**config.mk**
```make
export PLATFORM = sky130hd
export DESIGN_NAME = eq_opp_sched
export DESIGN_NICKNAME = d
export VERILOG_FILES = /design/src/rtl/eq_opp_sched.sv
export SDC_FILE = /design/constraint.sdc
export NUM_CORES = 1
export LEC_CHECK = 0
export BUFFER_PORTS_ARGS = -buffer_cell sky130_fd_sc_hd__buf_2
export CAP_MARGIN = 5
export CORE_AREA = 2 2 39 41
export CTS_CLUSTER_DIAMETER = 30
export DETAILED_ROUTE_END_ITERATION = 16
export DIE_AREA = 0 0 41 43
export PLACE_DENSITY_LB_ADDON = 0.05
export SLEW_MARGIN = 20
export SYNTH_ARGS = -nofsm -noshare
export SYNTH_HDL_FRONTEND = slang
export SYNTH_SLANG_ARGS = --single-unit
```
**constraint.sdc**
```tcl
create_clock -name clk -period 4.81 [get_ports clk]
set_clock_uncertainty 0.1 [all_clocks]
set_input_delay 1.2025 -clock clk [delete_from_list [all_inputs] [get_ports clk]]
set_output_delay 1.2025 -clock clk [all_outputs]
set_load 0.01 [all_outputs]
```
**src/rtl/eq_opp_sched.sv**
```systemverilog
// rtl/eq_opp_sched.sv - N-channel round-robin slot scheduler with strict-TDM and work-conserving modes
// Grants one channel per slot and gates each channel's data with its grant.
module eq_opp_sched #(
    parameter int             N        = 2,
    parameter int             SLOT_W   = 4,
    parameter logic [N-1:0]   INV_MASK = '0
) (
    input  logic                  clk,
    input  logic                  reset_n,
    input  logic                  en,
    input  logic                  mode,
    input  logic [SLOT_W-1:0]     slot_len,
    input  logic [N-1:0]          req,
    input  logic [N-1:0]          inp,
    output logic [N-1:0]          grant,
    output logic [N-1:0]          outp,
    output logic [$clog2(N)-1:0]  cur_ch,
    output logic                  slot_last,
    output logic                  wrap
);

    localparam int PTR_W = $clog2(N);

    logic [PTR_W-1:0]  ptr_q, ptr_d;
    logic [SLOT_W-1:0] cnt_q, cnt_d;
    logic [SLOT_W-1:0] len_m1;
    logic              at_end;
    logic              found;
    logic [PTR_W-1:0]  hit;
    logic [PTR_W:0]    idx;
    logic              adv;
    logic [PTR_W-1:0]  nxt;

    // slot_len of 0 behaves as 1, so the final count is 0 in both cases
    always_comb begin
        len_m1 = (slot_len == '0) ? '0 : slot_len - SLOT_W'(1);
        at_end = (cnt_q >= len_m1);
    end

    // Scan from ptr+N down to ptr+1 so the nearest requester after ptr wins;
    // ptr itself (k = N) is therefore the last choice.
    always_comb begin
        found = 1'b0;
        hit   = ptr_q;
        idx   = '0;
        for (int k = N; k >= 1; k--) begin
            idx = {1'b0, ptr_q} + (PTR_W+1)'(k);
            if (idx >= (PTR_W+1)'(N)) begin
                idx = idx - (PTR_W+1)'(N);
            end
            if (req[idx[PTR_W-1:0]]) begin
                found = 1'b1;
                hit   = idx[PTR_W-1:0];
            end
        end
    end

    always_comb begin
        ptr_d = ptr_q;
        cnt_d = cnt_q;
        adv   = 1'b0;
        nxt   = ptr_q;
        if (en) begin
            if (!mode) begin
                if (at_end) begin
                    adv   = 1'b1;
                    nxt   = (ptr_q == PTR_W'(N-1)) ? '0 : ptr_q + PTR_W'(1);
                    cnt_d = '0;
                end else begin
                    cnt_d = cnt_q + SLOT_W'(1);
                end
            end else if (req[ptr_q] && !at_end) begin
                cnt_d = cnt_q + SLOT_W'(1);
            end else begin
                cnt_d = '0;
                if (found) begin
                    adv = 1'b1;
                    nxt = hit;
                end
            end
            ptr_d = nxt;
        end
    end

    always_ff @(posedge clk) begin
        if (!reset_n) begin
            ptr_q <= '0;
            cnt_q <= '0;
        end else begin
            ptr_q <= ptr_d;
            cnt_q <= cnt_d;
        end
    end

    always_comb begin
        grant = '0;
        for (int i = 0; i < N; i++) begin
            grant[i] = reset_n && en && (ptr_q == PTR_W'(i)) && (!mode || req[i]);
        end
    end

    assign outp      = grant & (inp ^ INV_MASK);
    assign cur_ch    = ptr_q;
    assign slot_last = en && at_end && (|grant);
    assign wrap      = reset_n && en && adv && (nxt <= ptr_q);

endmodule

```
**After elaboration in Yosys (flattened, before gate mapping)**

Cells that the tools add are included.

- Add/sub/neg operators: 7
- $lt $le $gt $ge: 7
- Multiplexer cells: 27
- Bitwise gates (word level): 2
- Reductions and logical operators: 16

Operators by type and width:

| kind | count |
|---|---|
| two-way mux 1 bit | 23 |
| two-way mux 4 bit | 4 |
| logical AND 1 bit | 10 |
| less-than comparator 1 x 2 -> 1 bit (second input constant) | 3 |
| adder 4 x 1 -> 4 bit (second input constant) | 1 |
| greater-or-equal comparator 2 bit (second input constant) | 2 |
| greater-or-equal comparator 4 bit | 1 |
| zero test 4 bit | 1 |
| subtractor 4 x 1 -> 4 bit (second input constant) | 1 |
| adder 1 x 1 -> 2 bit (second input constant) | 1 |
| adder 1 x 2 -> 2 bit (second input constant) | 1 |
| bitwise AND 2 bit | 1 |
| zero test 1 bit | 2 |
| logical OR 1 bit | 2 |
| OR reduction 2 bit | 1 |
| subtractor 1 bit (second input constant) | 2 |
| adder 1 bit (second input constant) | 1 |
| less-or-equal comparator 1 bit | 1 |
| inverter 1 bit | 1 |

- Register bits after elaboration: 5
- Input port bits: 12
- Output and inout port bits: 7
- Word-level logic and storage cells: 61

**Logic depth before layout (Yosys ltp)**

Gate-level depths: netlist of the first run.

- Depth in word-level cells: 13
- Gate-level depth with buffers: 8
- Mapped depth without buffers: 8

**Least setup slack after synthesis of the first run**

OpenSTA, ideal clock, no wires.

- Kind: input-to-output
- Start: input slot_len[1]
- End: output wrap
- Arrival time: 2.501 ns
- Data required time: 3.508 ns
- Slack: 1.007 ns
- Stages on the path: 7
- Path buffers: 0
- Cell sequence: nor2_1 -> mux2i_1 -> ha_1 -> a21o_1 -> a21oi_2 -> and2_4 -> o311a_1

- Cells in the longest elaborated chain, start to end: 10
- Elaborated cells on any way between the ends: 17
- Classes of those cells: add/sub: 1; order compare: 2; mux: 9; reduce/logical: 5

RTL lines:

| element | RTL line | text |
|---|---|---|
| from (decl) | 12 | `input logic [SLOT_W-1:0] slot_len,` |
| subtractor 4 x 1 -> 4 bit / zero test 4 bit (equally long branches) | 36 | `len_m1 = (slot_len == '0) ? '0 : slot_len - SLOT_W'(1);` |
| two-way mux 4 bit * | 36 |  |
| greater-or-equal comparator 4 bit * | 37 | `at_end = (cnt_q >= len_m1);` |
| zero test 1 bit | 72 | `end else if (req[ptr_q] && !at_end) begin` |
| logical AND 1 bit | 72 |  |
| two-way mux 1 bit | 72 |  |
| two-way mux 1 bit | 64 | `if (!mode) begin` |
| two-way mux 1 bit | 63 | `if (en) begin` |
| less-or-equal comparator 1 bit / logical AND 1 bit (equally long branches) | 105 | `assign wrap = reset_n && en && adv && (nxt <= ptr_q);` |
| logical AND 1 bit * | 105 |  |
| to (decl) | 19 | `output logic wrap` |

Every way passes the cells marked *; elsewhere a longest branch is shown, timed or not.

**Worst setup path in the final report of the first run**

Same ends and word-level chain as after synthesis.

==> results of run 1 <==
Yosys cell counts (2+ instances only):
cell type  number
and2_1          3
nor2b_1         3
buf_2           2
nand2_1         9
xnor2_1         2
nand3_1         5
a21oi_1         5
dfxtp_1         5
ha_1            5
mux2i_1         2
inv_1           4
nor3_1          2
nor2_1          3
per-stage QoR:
step | worst slack [ns] | utilization | cell area, sq um
final | 0.730 | 0.436 | 603
after global routing | 0.583 | 0.436 | 603
after CTS | 0.716 | 0.436 | 603
after global placement | 0.748 | 0.417 | 577
after floorplan | 1.01 | - | 477
after detailed placement | 0.713 | 0.417 | 577
tightest hold or removal path, stage by stage (launching register included):
cell	delay, ns
dfxtp_1	0.33
nand3_1	0.08
o21ai_0	0.07
cells in the final DEF, fill, tap and decap left out:
cell / netlist / routed
clkbuf_1: 0 / 1
nand3_1: 5 / 5
o2111ai_1: 1 / 1
and2_4: 1 / 1
a32o_1: 1 / 1
o311a_1: 1 / 1
nor2b_1: 3 / 3
nand2b_1: 1 / 1
buf_2: 2 / 18
mux2i_1: 2 / 2
o21ai_0: 1 / 1
nor2_1: 3 / 3
nand4_1: 1 / 1
nor3_1: 2 / 2
nand2_1: 9 / 9
inv_1: 4 / 4
a21oi_2: 1 / 1
o31ai_1: 1 / 1
dfxtp_1: 5 / 5
and3_1: 1 / 1
ha_1: 5 / 5
o21a_1: 1 / 1
xnor2_1: 2 / 2
o211ai_1: 1 / 1
a21o_1: 1 / 1
a21oi_1: 5 / 5
and2_1: 3 / 3
clkbuf_4: 0 / 3
o311ai_0: 1 / 1
cells by family (layout without fill, tap and decap cells):
logic type | after synthesis | in the layout | synth area share
mux | 2 | 2 | 0.0420
xor+xnor | 2 | 2 | 0.0368
simple gates | 29 | 29 | 0.304
fa+ha+maj | 5 | 5 | 0.131
buf+inv | 6 | 26 | 0.0525
compound gates | 15 | 15 | 0.223
flops | 5 | 5 | 0.210
routing by layer:
metal  share of wire  vias to the layer above  global-route usage  routed length [um]
met5               0                        -                   0                   0
met4           0.021                        0              0.0800                  23
met2            0.48                       11               0.241                 522
li1                -                      267                   -                   -
met1            0.45                      213               0.183                 495
met3           0.051                        5              0.0785                  56
final cells by class:
class	instances	area (sq um)
repair buffers	18	90.1
well taps	16	20.0
flip-flops and latches	5	100
multi-input cells	53	352
clock buffers	4	26.3
fillers	167	781
inverters	4	15.0
flip-flops by register name (all words and copies together), names as in the netlist:
signal  flops
cnt_q       4
cur_ch      1
path summary, 6_finish.rpt:
path | depth (start not counted) | startpoint | endpoint
hold / removal | 2 | cnt_q[0] | cnt_q[0]
setup / recovery | 9 | slot_len[1] | wrap
setup reg to reg | 5 | cnt_q[0] | cnt_q[0]
hold reg to reg | 2 | cnt_q[0] | cnt_q[0]
power groups by stage:
stage	Clock [mW]	Sequential (mW)	Combinational, mW
2_1_floorplan	0	0.0483	0.0241
3_3_place_gp	0	0.0487	0.0381
3_5_place_dp	0	0.0487	0.0378
4_1_cts	0.0532	0.0479	0.0379
5_1_grt	0.0554	0.0486	0.0432
6_report	0.0502	0.0479	0.0373
==> results.yml, run 1 <==
setup_path:
  cpPeakStageDelay_ns: 0.26
  reg2reg_slack_ns: 3.20
  cp_top_family: "compound AO/OA/AOI/OAI gates"
  crit_path_top_delay_cell: "ha_1"
  startpoint_type: "primary input"
  crit_buf_inv: 2
  arrival_ns: 2.78
  crit_top_cell: "buf_2"
  worstPathRequired_ns: 3.51
  endpoint_kind: "output port"
  crit_type: "in -> out"
  crit_fanout: 4
  crit_chain: "buf_2 -> nor2_1 -> mux2i_1 -> ha_1 -> a21o_1 -> a21oi_2 -> nand3_1 -> o311a_1 -> buf_2"
synthesis:
  synth_seq_cells: 5
  syn_area_per_cell_sq_um: 7.45
  syn_nets: 81
  synth_area_sq_um: 477
  yosysWarningCount: 0
  synth-main-ff-cell: "dfxtp_1"
  synth_edf_count: 0
  synthCells: 64
  synth_area_leaders: "dfxtp_1 (21%), ha_1 (13%), nand2_1 (7.1%)"
  synth_top_area_frac: 0.210
  ys_seq_area_frac: 0.210
  synth.distinct_cells: 27
  synth_top_area_cell: "dfxtp_1"
  synthArstFlopShare: 0
timing:
  finalCriticalPeriod_ns: 4.08
  setup_tns_ns: 0
  worst_slew_pin_slew_ns: 0.256
  finalMaxSlewViolations: 0
  rsz0062_at_grt: "false"
  slew_headroom: 0.827
  setup_viol: 0
  hold_viol: 0
  finalCritPeriodShare: 0.848
  fmax_ghz: 0.245
  hold_slack_ns: 0.435
drt:
  wl_per_cell_um: 11.0
  vias: 496
  drt-vias-per-instance: 4.96
  ant_nets: 0
  drt_iter0_drc: 4
  drcViolationCount: 0
  routed_wl_um: 1100
  dr.pass1.iters: 3
die:
  die_area_sq_mm: 0.00176
  rows: 14
  io_pins: 19
  die_width_um: 41
  core-area_sq_mm: 0.00138
  dieHeight_um: 43
  start_util: 0.344
clock_network:
  numCtsBuffers: 3
  cts_sinks: 5
  clk_transition_reported_paths_ns: 0.04
  postCtsResizedCells: 0
  cts_root_buf: "clkbuf_4"
  h-tree-depth: 1
  post_cts_buffers: 0
  tritoncts: "yes"
  clk_path_buf_depth: 2
  cts_hold_buf: 0
  insertion_delay_ns: 0.25
placed_design:
  post-dp-hpwl_um: 900
  place_congestion: 0.692
  port_buffers: 18
  dp_cells: 96
power_and_ir_drop:
  p_clk_frac: 0.371
  p_per_area_mw_per_mm2: 225
  p_seq_frac: 0.353
  comb_power_share: 0.276
  p_leak_nw: 0.303
  ir_worst_vdd_mv: 0.144
  total_switching_power_uw: 43.1
  power_uw: 135
  swShare: 0.318
  p_int_uw: 92.4
global_routing:
  overflow: 0
  grt_pass1_wl_um: 1900
  grt_pass1_vias: 465
  grt_usage: 0.161
  grt_max_degree: 10
  antenna_found_initial: 0
layout:
  nNetsFinal: 102
  syn_to_final_growth_pct: 26.5
  diodes: 0
  drive_gt1_frac: 0.274
  stdcell_count: 100
hold_path:
  hold_class: "reg -> reg"
run:
  max_cap_violations: 0
outcome:
  status: "complete, no violations"
(Power assumes the default switching activity.)
==> run 2: changes to the inputs <==
==> constraint.sdc (replaced) <==
create_clock -name clk -period 3.9 [get_ports clk]
set_clock_uncertainty 0.1 [all_clocks]
set_input_delay 0.975 -clock clk [delete_from_list [all_inputs] [get_ports clk]]
set_output_delay 0.975 -clock clk [all_outputs]
set_load 0.01 [all_outputs]
==> run 2 against run 1 <==
  * Worst hold slack improved by 0.0055 ns
  * Largest cell class unchanged
  * Highest routed layer is now met3
  * Die area did not move
  * Sequential cell count did not move
  * Critical path depth did not move
==> results.yml, run 2 (same netlist as run 1, synthesis figures left out) <==
outcome:
  status: "complete, no violations"
setup_path:
  crit_chain: "buf_2 -> nor2_1 -> mux2i_1 -> ha_1 -> a21o_1 -> a21oi_2 -> and2_4 -> o311a_1 -> buf_2"
  endpoint_kind: "output port"
  reg2reg_to: "cnt_q[0]"
  arrival_ns: 2.56
  crit_fanout: 4
  rr_worst_depth: 5
  r2r_start: "cnt_q[0]"
  startpoint_type: "primary input"
  crit_type: "in -> out"
  reg2reg_slack_ns: 2.31
  cp_top_family: "compound AO/OA/AOI/OAI gates"
  worstPathRequired_ns: 2.82
  crit_buf_inv: 2
  cpPeakStageDelay_ns: 0.26
  crit_top_cell: "buf_2"
  crit_path_top_delay_cell: "ha_1"
clock_network:
  cts_sinks: 5
  clk_transition_reported_paths_ns: 0.04
  clk_path_buf_depth: 2
  insertion_delay_ns: 0.24
  numCtsBuffers: 3
  tritoncts: "yes"
  cts_root_buf: "clkbuf_4"
  cts_hold_buf: 0
  post_cts_buffers: 0
  h-tree-depth: 1
  postCtsResizedCells: 0
power_and_ir_drop:
  total_switching_power_uw: 51.4
  p_per_area_mw_per_mm2: 274
  p_seq_frac: 0.357
  p_int_uw: 114
  comb_power_share: 0.277
  power_uw: 165
  swShare: 0.311
  p_leak_nw: 0.303
  p_clk_frac: 0.366
  ir_worst_vdd_mv: 0.151
timing:
  slew_headroom: 0.828
  fmax_ghz: 0.275
  setup_viol: 0
  hold_slack_ns: 0.440
  rsz0062_at_grt: "false"
  hold_viol: 0
  finalMaxSlewViolations: 0
  setup_tns_ns: 0
  worst_slew_pin_slew_ns: 0.255
  finalCriticalPeriod_ns: 3.64
  finalCritPeriodShare: 0.933
  layout_setup_ws_ns: 0.261
layout:
  largest-register: "cnt_q"
  post-route-util: 0.436
  final_common_cell: "buf_2"
  syn_to_final_growth_pct: 26.5
  diodes: 0
  stdcell_count: 100
  final_cell_mix: "buf_2 (18), nand2_1 (9)"
  drive_gt1_frac: 0.274
  fillers: 151
  stdcell_area_sq_um: 603
  nNetsFinal: 102
  largest_reg_flops: 4
hold_path:
  holdPathStages: 2
  min-delay-start: "cnt_q[0]"
  whs_endpoint: "cnt_q[0]"
  hold_class: "reg -> reg"
placed_design:
  dpl_cell_area_sq_um: 577
  dp_cells: 96
  port_buffers: 18
  post-dp-hpwl_um: 885
  pre_cts_ws_ns: 0.238
  place_congestion: 0.665
drt:
  top_layer_used: "met3"
  met1Wirelength_um: 469
  routed_wl_um: 1050
  drt-vias-per-instance: 4.96
  drt_iter0_drc: 4
  drcViolationCount: 0
  wl_met3_um: 66
  ant_nets: 0
  dr_wl_met2_um: 512
  dr.pass1.iters: 4
  vias: 496
  wl_per_cell_um: 10.5
global_routing:
  grt_usage: 0.147
  overflow: 0
  grt_pass1_wl_um: 1770
  grt_max_degree: 10
  grt_pass1_vias: 444
  antenna_found_initial: 0
run:
  max_cap_violations: 0
die:
  start_util: 0.344
  core-area_sq_mm: 0.00138
  die_width_um: 41
  rows: 14
  die_area_sq_mm: 0.00176
  dieHeight_um: 43
  io_pins: 19
run 2: final cells by class:
class                           count  area (sq um)  share of cell area
Clock buffer                        4          26.3              0.0436
Inverter                            4          15.0              0.0249
Multi-Input combinational cell     53           352               0.583
Sequential cell                     5           100               0.166
Tap cell                           16          20.0              0.0332
Timing Repair Buffer               18          90.1               0.149
run 2: worst max-delay path by stage:
stage	endpoint	start	depth (start not counted)	slack [ns]
2_1_floorplan	wrap	slot_len[1]	7	0.55
3_3_place_gp	wrap	slot_len[1]	9	0.26
3_5_place_dp	wrap	slot_len[1]	9	0.24
4_1_cts	wrap	slot_len[1]	9	0.24
5_1_grt	wrap	slot_len[1]	9	0.14
6_report	wrap	slot_len[1]	9	0.26
run 2: per-layer routing:
layer,vias up,global-route usage
met5,-,0
met4,0,0.0200
met3,0,0.0995
met2,14,0.228
met1,213,0.166
li1,269,-
run 2: tightest hold or removal path, stage by stage (launching register included):
cell     delay [ns]
dfxtp_1        0.33
nand3_1        0.08
o21ai_0        0.07
run 2: power by group through the flow:
stage          combinational [mW]  clock, mW  sequential [mW]
2_1_floorplan              0.0297          0           0.0596
3_3_place_gp               0.0468          0           0.0601
3_5_place_dp               0.0465          0           0.0599
4_1_cts                    0.0465     0.0634           0.0590
5_1_grt                    0.0523     0.0684           0.0599
6_report                   0.0457     0.0605           0.0590
